===== src/rtl/dir_code_encoder_if.sv =====
// Handshake bundle for dir_code_encoder: strobe input side, code byte output
// side and the error/occupancy status. The encoder uses the slave modport and
// its driver uses the master modport.
interface dir_code_encoder_if #(
  parameter int FIFO_DEPTH = 4,
  parameter int CNT_W      = 8
);
  localparam int LVL_W = $clog2(FIFO_DEPTH) + 1;

  logic             in_valid;
  logic             in_ready;
  logic             Input_1;
  logic             Input_2;
  logic             Input_3;
  logic             Input_4;
  logic [7:0]       Output;
  logic             out_valid;
  logic             out_ready;
  logic             err;
  logic [CNT_W-1:0] drop_count;
  logic             clear_err;
  logic [LVL_W-1:0] level;

  modport slave (
    input  in_valid, Input_1, Input_2, Input_3, Input_4, out_ready, clear_err,
    output in_ready, Output, out_valid, err, drop_count, level
  );

  modport master (
    output in_valid, Input_1, Input_2, Input_3, Input_4, out_ready, clear_err,
    input  in_ready, Output, out_valid, err, drop_count, level
  );
endinterface


===== src/rtl/dir_code_encoder.sv =====
// dir_code_encoder: packs one-hot direction strobes into 8-bit direction code
// bytes (low two bits = code) and buffers them in a small FIFO. Non-one-hot
// inputs are handshaken but discarded, and are recorded in a sticky err flag
// and a saturating drop counter.
// Optional macro DIR_CODE_PARITY_EN: when defined, Output[7] carries even
// parity over the code bits (codes 0x00, 0x81, 0x82, 0x03).
module dir_code_encoder #(
  parameter int FIFO_DEPTH = 4,
  parameter int CNT_W      = 8
) (
  input  logic             clk,
  input  logic             rst,
  dir_code_encoder_if.slave bus
);
  localparam int AW    = $clog2(FIFO_DEPTH);
  localparam int LVL_W = AW + 1;
  localparam logic [LVL_W-1:0] FULL_LVL = LVL_W'(FIFO_DEPTH);
  localparam logic [CNT_W-1:0] CNT_MAX  = '1;

  // Pointers carry one wrap bit above the index so full and empty differ.
  logic [AW:0]      wr_ptr_q, wr_ptr_d;
  logic [AW:0]      rd_ptr_q, rd_ptr_d;
  logic [7:0]       mem_q [FIFO_DEPTH];
  logic [7:0]       out_q, out_d;
  logic             err_q, err_d;
  logic [CNT_W-1:0] drop_q, drop_d;

  logic [3:0]       strobes;
  logic             one_hot;
  logic [1:0]       code;
  logic             parity;
  logic [7:0]       push_byte;
  logic [LVL_W-1:0] level;
  logic [LVL_W-1:0] level_d;
  logic             in_ready;
  logic             out_valid;
  logic             accept;
  logic             push;
  logic             bad;
  logic             pop;
  logic [AW-1:0]    wr_idx;
  logic [AW-1:0]    rd_idx_d;

  assign strobes = {bus.Input_4, bus.Input_3, bus.Input_2, bus.Input_1};
  assign one_hot = (strobes != 4'd0) && ((strobes & (strobes - 4'd1)) == 4'd0);

  // Map the single active strobe to its direction code.
  always_comb begin
    // NOTE: every always_comb output gets a default first so no path leaves it
    // unassigned, which would otherwise infer a latch.
    code = 2'd0;
    unique case (strobes)
      4'b0010: code = 2'd1;
      4'b0100: code = 2'd2;
      4'b1000: code = 2'd3;
      default: code = 2'd0;
    endcase
  end

`ifdef DIR_CODE_PARITY_EN
  assign parity = code[0] ^ code[1];
`else
  assign parity = 1'b0;
`endif

  assign push_byte = {parity, 5'b00000, code};

  // Occupancy and handshakes depend on registered pointers only.
  assign level     = wr_ptr_q - rd_ptr_q;
  assign in_ready  = (level != FULL_LVL);
  assign out_valid = (level != '0);
  assign accept    = bus.in_valid && in_ready;
  assign push      = accept && one_hot;
  assign bad       = accept && !one_hot;
  assign pop       = out_valid && bus.out_ready;
  assign wr_idx    = wr_ptr_q[AW-1:0];

  // Next pointers, next head byte and next error state.
  always_comb begin
    wr_ptr_d = wr_ptr_q + (AW+1)'(push);
    rd_ptr_d = rd_ptr_q + (AW+1)'(pop);
    level_d  = wr_ptr_d - rd_ptr_d;
    rd_idx_d = rd_ptr_d[AW-1:0];

    // The new head is the byte being written this cycle when it lands in the
    // head slot (empty FIFO, or a push+pop that leaves one byte).
    if (level_d == '0) begin
      out_d = 8'h00;
    end else if (push && (wr_idx == rd_idx_d)) begin
      out_d = push_byte;
    end else begin
      out_d = mem_q[rd_idx_d];
    end

    // A malformed accept wins over a simultaneous clear.
    err_d  = err_q;
    drop_d = drop_q;
    if (bad) begin
      err_d  = 1'b1;
      drop_d = bus.clear_err ? CNT_W'(1)
             : (drop_q == CNT_MAX) ? drop_q : drop_q + CNT_W'(1);
    end else if (bus.clear_err) begin
      err_d  = 1'b0;
      drop_d = '0;
    end
  end

  // Control state and registered outputs.
  always_ff @(posedge clk or negedge rst) begin
    // NOTE: sequential state uses non-blocking assignments so every flop
    // samples the pre-edge values, independent of statement order.
    if (!rst) begin
      wr_ptr_q <= '0;
      rd_ptr_q <= '0;
      out_q    <= 8'h00;
      err_q    <= 1'b0;
      drop_q   <= '0;
    end else begin
      wr_ptr_q <= wr_ptr_d;
      rd_ptr_q <= rd_ptr_d;
      out_q    <= out_d;
      err_q    <= err_d;
      drop_q   <= drop_d;
    end
  end

  // FIFO storage write.
  always_ff @(posedge clk) begin
    // NOTE: the storage array has no reset; stale entries are never visible
    // because Output is forced to 0x00 whenever the FIFO is empty.
    if (push) begin
      mem_q[wr_idx] <= push_byte;
    end
  end

  assign bus.in_ready   = in_ready;
  assign bus.out_valid  = out_valid;
  assign bus.Output     = out_q;
  assign bus.err        = err_q;
  assign bus.drop_count = drop_q;
  assign bus.level      = level;

endmodule


===== src/flat_wrapper.sv =====
// flat-port wrapper written by rule: the top's interface ports become plain ports
module dir_code_encoder_flat 
#(
  parameter int FIFO_DEPTH = 4,
  parameter int CNT_W      = 8
)
  (clk, rst, bus_in_valid, bus_Input_1, bus_Input_2, bus_Input_3, bus_Input_4, bus_out_ready, bus_clear_err, bus_in_ready, bus_Output, bus_out_valid, bus_err, bus_drop_count, bus_level);
  dir_code_encoder_if #(.FIFO_DEPTH(FIFO_DEPTH), .CNT_W(CNT_W)) bus_i ();
  input  logic clk;
  input  logic rst;
  input wire logic [$bits(bus_i.in_valid)-1:0] bus_in_valid;
  input wire logic [$bits(bus_i.Input_1)-1:0] bus_Input_1;
  input wire logic [$bits(bus_i.Input_2)-1:0] bus_Input_2;
  input wire logic [$bits(bus_i.Input_3)-1:0] bus_Input_3;
  input wire logic [$bits(bus_i.Input_4)-1:0] bus_Input_4;
  input wire logic [$bits(bus_i.out_ready)-1:0] bus_out_ready;
  input wire logic [$bits(bus_i.clear_err)-1:0] bus_clear_err;
  output wire logic [$bits(bus_i.in_ready)-1:0] bus_in_ready;
  output wire logic [$bits(bus_i.Output)-1:0] bus_Output;
  output wire logic [$bits(bus_i.out_valid)-1:0] bus_out_valid;
  output wire logic [$bits(bus_i.err)-1:0] bus_err;
  output wire logic [$bits(bus_i.drop_count)-1:0] bus_drop_count;
  output wire logic [$bits(bus_i.level)-1:0] bus_level;
  assign bus_i.in_valid = bus_in_valid;
  assign bus_i.Input_1 = bus_Input_1;
  assign bus_i.Input_2 = bus_Input_2;
  assign bus_i.Input_3 = bus_Input_3;
  assign bus_i.Input_4 = bus_Input_4;
  assign bus_i.out_ready = bus_out_ready;
  assign bus_i.clear_err = bus_clear_err;
  assign bus_in_ready = bus_i.in_ready;
  assign bus_Output = bus_i.Output;
  assign bus_out_valid = bus_i.out_valid;
  assign bus_err = bus_i.err;
  assign bus_drop_count = bus_i.drop_count;
  assign bus_level = bus_i.level;
  dir_code_encoder #(.FIFO_DEPTH(FIFO_DEPTH), .CNT_W(CNT_W)) u_core (.clk(clk), .rst(rst), .bus(bus_i));
endmodule

===== config.mk =====
export PLATFORM = sky130hd
export DESIGN_NAME = dir_code_encoder_flat
export DESIGN_NICKNAME = d
export VERILOG_FILES = /design/src/rtl/dir_code_encoder_if.sv /design/src/rtl/dir_code_encoder.sv /design/src/flat_wrapper.sv
export SDC_FILE = /design/constraint.sdc
export NUM_CORES = 1
export LEC_CHECK = 0
export CAP_MARGIN = 20
export CORE_UTILIZATION = 50
export CTS_CLUSTER_SIZE = 28
export DETAILED_ROUTE_END_ITERATION = 12
export GPL_ROUTABILITY_DRIVEN = 0
export PLACE_DENSITY = 0.91
export SETUP_SLACK_MARGIN = 0.2
export SYNTH_ARGS = -nofsm -noshare
export SYNTH_HDL_FRONTEND = slang
export SYNTH_SLANG_ARGS = --single-unit

===== constraint.sdc =====
create_clock -name clk -period 4.4 [get_ports clk]
set_input_delay 0.88 -clock clk [delete_from_list [all_inputs] [get_ports clk]]
set_output_delay 0.88 -clock clk [all_outputs]
set_load 0.005 [all_outputs]

* After elaboration in Yosys (flattened, before gate mapping) *
Memory sizes are Yosys's and may differ from the RTL's.
Index checks and enable logic that the tools add are counted.

storage, ports and cells
  bits in registers = 23
  memory bits (writable) = 8
  input port bits = 9
  output and inout bits = 22
  logic and storage cells = 44
  memories kept = 1

operators by class
  add/subtract/negate cells = 6
  equal/unequal tests = 7
  mux-type cells = 11
  bitwise operators = 1
  reduce and logical (&&, ||, !) cells = 13

memory list
  memory        depth  width  rd ports  clocked after memory_dff  write ports  RTL line                source
  u_core.mem_q  4      2      1         0                         1            dir_code_encoder.sv:23  logic [7:0] mem_q [FIFO_DEPTH];

operator list
  cell                                                                 number
  8-bit two-way mux                                                    6
  8-bit by 1-bit adder with 8-bit output (second input constant)       1
  8-bit == test (second input constant)                                1
  3-bit by 1-bit adder with 3-bit output                               2
  1-bit logical AND                                                    6
  2-bit case mux with 3 select lines                                   1
  3-bit subtractor                                                     2
  4-bit bitwise AND                                                    1
  4-bit by 2-bit == test with 1-bit output (second input constant)     1
  4-bit by 3-bit == test with 1-bit output (second input constant)     1
  4-bit == test (second input constant)                                1
  4-bit zero test                                                      1
  1-bit two-way mux                                                    4
  4-bit nonzero test                                                   1
  4-bit by 1-bit subtractor with 4-bit output (second input constant)  1
  3-bit zero test                                                      1
  3-bit inequality test (second input constant)                        1
  3-bit nonzero test                                                   1
  2-bit == test                                                        1
  2-bit inequality test (second input constant)                        1
  2-bit AND reduction                                                  1
  2-bit nonzero test                                                   1
  1-bit zero test                                                      1

* Depth between registers and ports, before layout *
  depth in word-level cells = 9
  mapped depth = 14
  gate-level depth less buffers = 14

* Worst setup path after synthesis *
No wires, ideal clock.

  path type = reg-to-reg
  start point = reg u_core.wr_ptr_q[0]
  end point = reg u_core.out_q[1] (netlist: u_core.bus.Output[1])
  library setup time = 0.126 ns
  arrival time = 3.201 ns
  data required time = 4.274 ns
  path slack = 1.073 ns
  stages on the path, launching flop included = 15
  path buffers = 0
  clock period less this slack = 3.327 ns
  path through = dfrtp_1 inv_1 ha_1 fa_1 xor3_2 or3_1 and2_1 ha_1 ha_1 inv_1 ha_1 nand2b_1 xnor2_1 and3_1 a21oi_1

on the way
  cells in the longest elaborated chain, start to end = 8
  elaborated cells between the ends (all ways) = 15
  those cells by class = 4 x add/sub; 2 x eq/ne; 2 x mux; 6 x reduce/logical; 1 x memory

ends and longest elaborated chain
  element                                                   RTL line                 source
  start: declaration                                        dir_code_encoder.sv:21   logic [AW:0] wr_ptr_q, wr_ptr_d;
  start signal: assignment                                  dir_code_encoder.sv:119  wr_ptr_q <= wr_ptr_d;
  3-bit subtractor (*)                                      dir_code_encoder.sv:69   assign level = wr_ptr_q - rd_ptr_q;
  net bus_level[2]                                          flat_wrapper.sv:23       output wire logic [$bits(bus_i.level)-1:0] bus_level;
  3-bit nonzero test (*)                                    dir_code_encoder.sv:71   assign out_valid = (level != '0);
  net bus_out_valid                                         flat_wrapper.sv:20       output wire logic [$bits(bus_i.out_valid)-1:0] bus_out_valid;
  1-bit logical AND (*)                                     dir_code_encoder.sv:75   assign pop = out_valid && bus.out_ready;
  3-bit by 1-bit adder with 3-bit output (*)                dir_code_encoder.sv:81   rd_ptr_d = rd_ptr_q + (AW+1)'(pop);
  net u_core.rd_ptr_d[1]                                    dir_code_encoder.sv:22   logic [AW:0] rd_ptr_q, rd_ptr_d;
  branches (longest 3 deep; another with 3-bit subtractor)  --
  8-bit two-way mux (*)                                     dir_code_encoder.sv:87   if (level_d == '0) begin
  net u_core.out_d[1]                                       dir_code_encoder.sv:24   logic [7:0] out_q, out_d;
  end signal: assignment                                    dir_code_encoder.sv:121  out_q <= out_d;
  end: declaration                                          dir_code_encoder.sv:24

Mark *: on every way through the listed nets, which the timed path passes.
A chain may end at the register's enable or synchronous reset.

* Worst setup path after layout *
  start point = reg u_core.wr_ptr_q[0]
  end point = reg u_core.out_q[0] (netlist: u_core.bus.Output[0])

on the way
  cells in the longest elaborated chain, start to end = 8
  elaborated cells between the ends (all ways) = 15
  those cells by class = 4 x add/sub; 2 x eq/ne; 2 x mux; 6 x reduce/logical; 1 x memory

ends and longest elaborated chain
  element                                                   RTL line
  3-bit subtractor (*)                                      dir_code_encoder.sv:69
  3-bit nonzero test (*)                                    dir_code_encoder.sv:71
  1-bit logical AND (*)                                     dir_code_encoder.sv:75
  3-bit by 1-bit adder with 3-bit output (*)                dir_code_encoder.sv:81
  net u_core.rd_ptr_d[1]                                    dir_code_encoder.sv:22
  branches (longest 3 deep; another with 3-bit subtractor)  --
  8-bit two-way mux (*)                                     dir_code_encoder.sv:87
  net u_core.out_d[0]                                       dir_code_encoder.sv:24

Marks and branches as above.

==> flow_summary.toml <==
[final_layout]
fin_nets = 171
drive_gt1_share_pct = 8.55
layout.cells.non_filler = 182
antennaDiodeCount = 0
final_common_cell = "clkdlybuf4s50_1"
fin_util_pct = 65.8
synthToLayoutAreaGrowth_pct = 19.7
final_cell_mix = "clkdlybuf4s50_1, dfrtp_1, inv_1"
design_area_um2 = 1690

[sta]
tns_ps = 0
drv_slew = 0
fin_crit_ps = 3680
fin_skew_ps = 1.50
rsz0062_at_grt = "false"
worst_hold_slack_ps = 499
fin_ws_ps = 715
tightest_slew_ps = 787
fmax_mhz = 271
finalSetupViolCount = 0
slew_headroom_pct = 47.4
period_share_pct = 83.7
hold_violations = 0

[global_routing]
grt_pass1_wl_mm = 4.69
grt_max_degree = 18
grtUsageTotal_pct = 22.4
grt-ovfl-total = 0
antenna_found_initial = 0
grt_pass1_vias = 1108

[logic_synthesis]
synthFlopType = "dfrtp_1"
netlist_instances = 125
ys_types = 37
synth_warnings = 0
syn_area_um2 = 1410
syn_area_per_cell_um2 = 11.3
async_flop_share_pct = 68.0
synth_edf_count = 8
ys_seq_elements = 25
seq_area_frac_synth_pct = 47.2

[power_and_ir_drop]
power_mw = 1.20
vdd_ir_drop_max_mv = 0.614
power_density_nw_per_um2 = 710
power_leakage_nw = 0.733

[floorplan]
chipHeight_um = 55.1
io_pins = 31
dieArea_um2 = 3040
std_cell_rows = 18
fp.dieW_um = 55.1
core_area_um2 = 2570
start_util_pct = 55.0

[setup_path]
crit_type = "flip-flop to flip-flop"
crit_path_max_fanout = 5
crit_arrival_ps = 3930
reg2reg_depth = 14
path_cells = "inv_1, ha_1, fa_1, xor3_2, or3_1, and2_1, ha_1, ha_1, inv_1, ha_1, nand2b_1, xnor2_1, and3_1, a21oi_1"
r2r_slack_ps = 720
crit_path_frequent_cell = "ha_1"
r2r-end = "u_core.bus.Output[0]$_DFF_PN0_"
end_kind = "flip-flop"
crit_path_start_kind = "flip-flop"
rr_startpoint = "u_core.wr_ptr_q[0]$_DFF_PN0_"
cp_data_required_time_ps = 4640
slowest_stage = "xor3_2"
cpPeakStageDelay_ps = 470

[clock_network]
cts_hold_buf = 0
cts_tree = "done"
cts_resized = 0
root_buffer = "clkbuf_4"
post-cts-setup-buffer-count = 0
worstSkewPairLatency_ps = 310
clock-sinks = 25
cts_max_level = 1
clk_pin_slew_ps = 130
clockBufferDepth = 2
numCtsBuffers = 3

[drt]
drc = 0
wl_per_cell_um = 15.6
first_pass_iters = 4
route.antenna.remaining_nets = 0
route.detailed.vias_per_inst = 5.77
vias = 1051
wl_mm = 2.85
drt_iter0_markers = 21

[placement]
io_buffers = 24
dp_hpwl_mm = 2.29
placed_area_um2 = 1660
place_ws_ps = 684
place_inst = 178

[outcome]
outcome = "finished, final reports clean"

[worst_hold_path]
holdPathEnd = "u_core.bus.err$_DFFE_PN0P_"
hold_path.class = "flip-flop to flip-flop"
worstHoldStart = "u_core.bus.err$_DFFE_PN0P_"
worstHoldPathCells = 1

[job]
max-cap-violations = 0
==> cells by family after synthesis <==
logic type / Yosys count / synth area share, %
buffers and inverters: 18 / 6.38
AOI/OAI and AO/OA: 22 / 10.7
xor gates and xnor gates: 9 / 6.74
adders and majority gates: 9 / 8.51
muxes: 3 / 3.90
other: 1 / 0.266
and+or+nand+nor: 38 / 16.3
DFF: 25 / 47.2
==> layout make-up <==
cell class,instances,area [µm²]
clock buffers,4,26.3
fillers,222,878
inverters,12,45.0
multi-input cells,87,674
flip-flops and latches,25,666
well taps,30,37.5
repair buffers,24,240
==> how the worst max path moves through the flow <==
stage | to | cells after the start | from
2_1_floorplan | u_core.bus.Output[1]$_DFF_PN0_ | 14 | u_core.wr_ptr_q[0]$_DFF_PN0_
3_3_place_gp | u_core.bus.Output[1]$_DFF_PN0_ | 12 | bus_Input_2
3_5_place_dp | u_core.bus.Output[0]$_DFF_PN0_ | 13 | bus_Input_4
4_1_cts | u_core.bus.Output[0]$_DFF_PN0_ | 14 | u_core.wr_ptr_q[0]$_DFF_PN0_
5_1_grt | u_core.bus.Output[0]$_DFF_PN0_ | 14 | u_core.wr_ptr_q[0]$_DFF_PN0_
6_report | u_core.bus.Output[0]$_DFF_PN0_ | 14 | u_core.wr_ptr_q[0]$_DFF_PN0_
==> Yosys cell counts, drive strengths merged (2+ instances only) <==
library cell  count  area, µm²
a31o              2       17.5
ha                8        100
dfrtp            17        425
edfxtp            8        240
nand3             8       45.0
o21ai             6       30.0
inv              12       45.0
a21oi             7       35.0
and2              2       12.5
buf               6       45.0
xnor2             6       52.6
or4b              2       20.0
nand2             4       15.0
mux4              2       45.0
xor2              2       17.5
or3               5       31.3
and3              5       31.3
nor3              6       30.0
==> layer usage <==
layer / GRT usage [%] / share of wire [%] / routed length (µm) / up-vias
li1: - / - / - / 500
met1: 25.2 / 40 / 1140 / 513
met2: 39.8 / 54 / 1540 / 32
met3: 2.46 / 4.1 / 116 / 6
met4: 14.6 / 2.0 / 56 / 0
met5: 0 / 0 / 0 / -
==> power breakdown <==
part           leakage, nW  switching, mW  internal [mW]
Sequential           0.290         0.0492          0.301
Clock               0.0150         0.0659         0.0354
Combinational        0.428          0.354          0.394
Total                0.733          0.469          0.730
==> state kept, by name, indices dropped and copies added, names as in the netlist <==
signal and cells:
u_core.bus.err 1, u_core.bus.drop_count 8, u_core.bus.Output 2, u_core.rd_ptr_q 3
u_core.mem_q 8, u_core.wr_ptr_q 3
==> critical path, delay by kind of cell (launching register included) <==
family | cells | cell delay, ps
AOI/OAI and AO/OA | 1 | 140
xor gates and xnor gates | 2 | 600
and+or+nand+nor | 4 | 880
adders and majority gates | 5 | 1350
DFF | 1 | 460
buffers and inverters | 2 | 200
(Power assumes the default switching activity.)
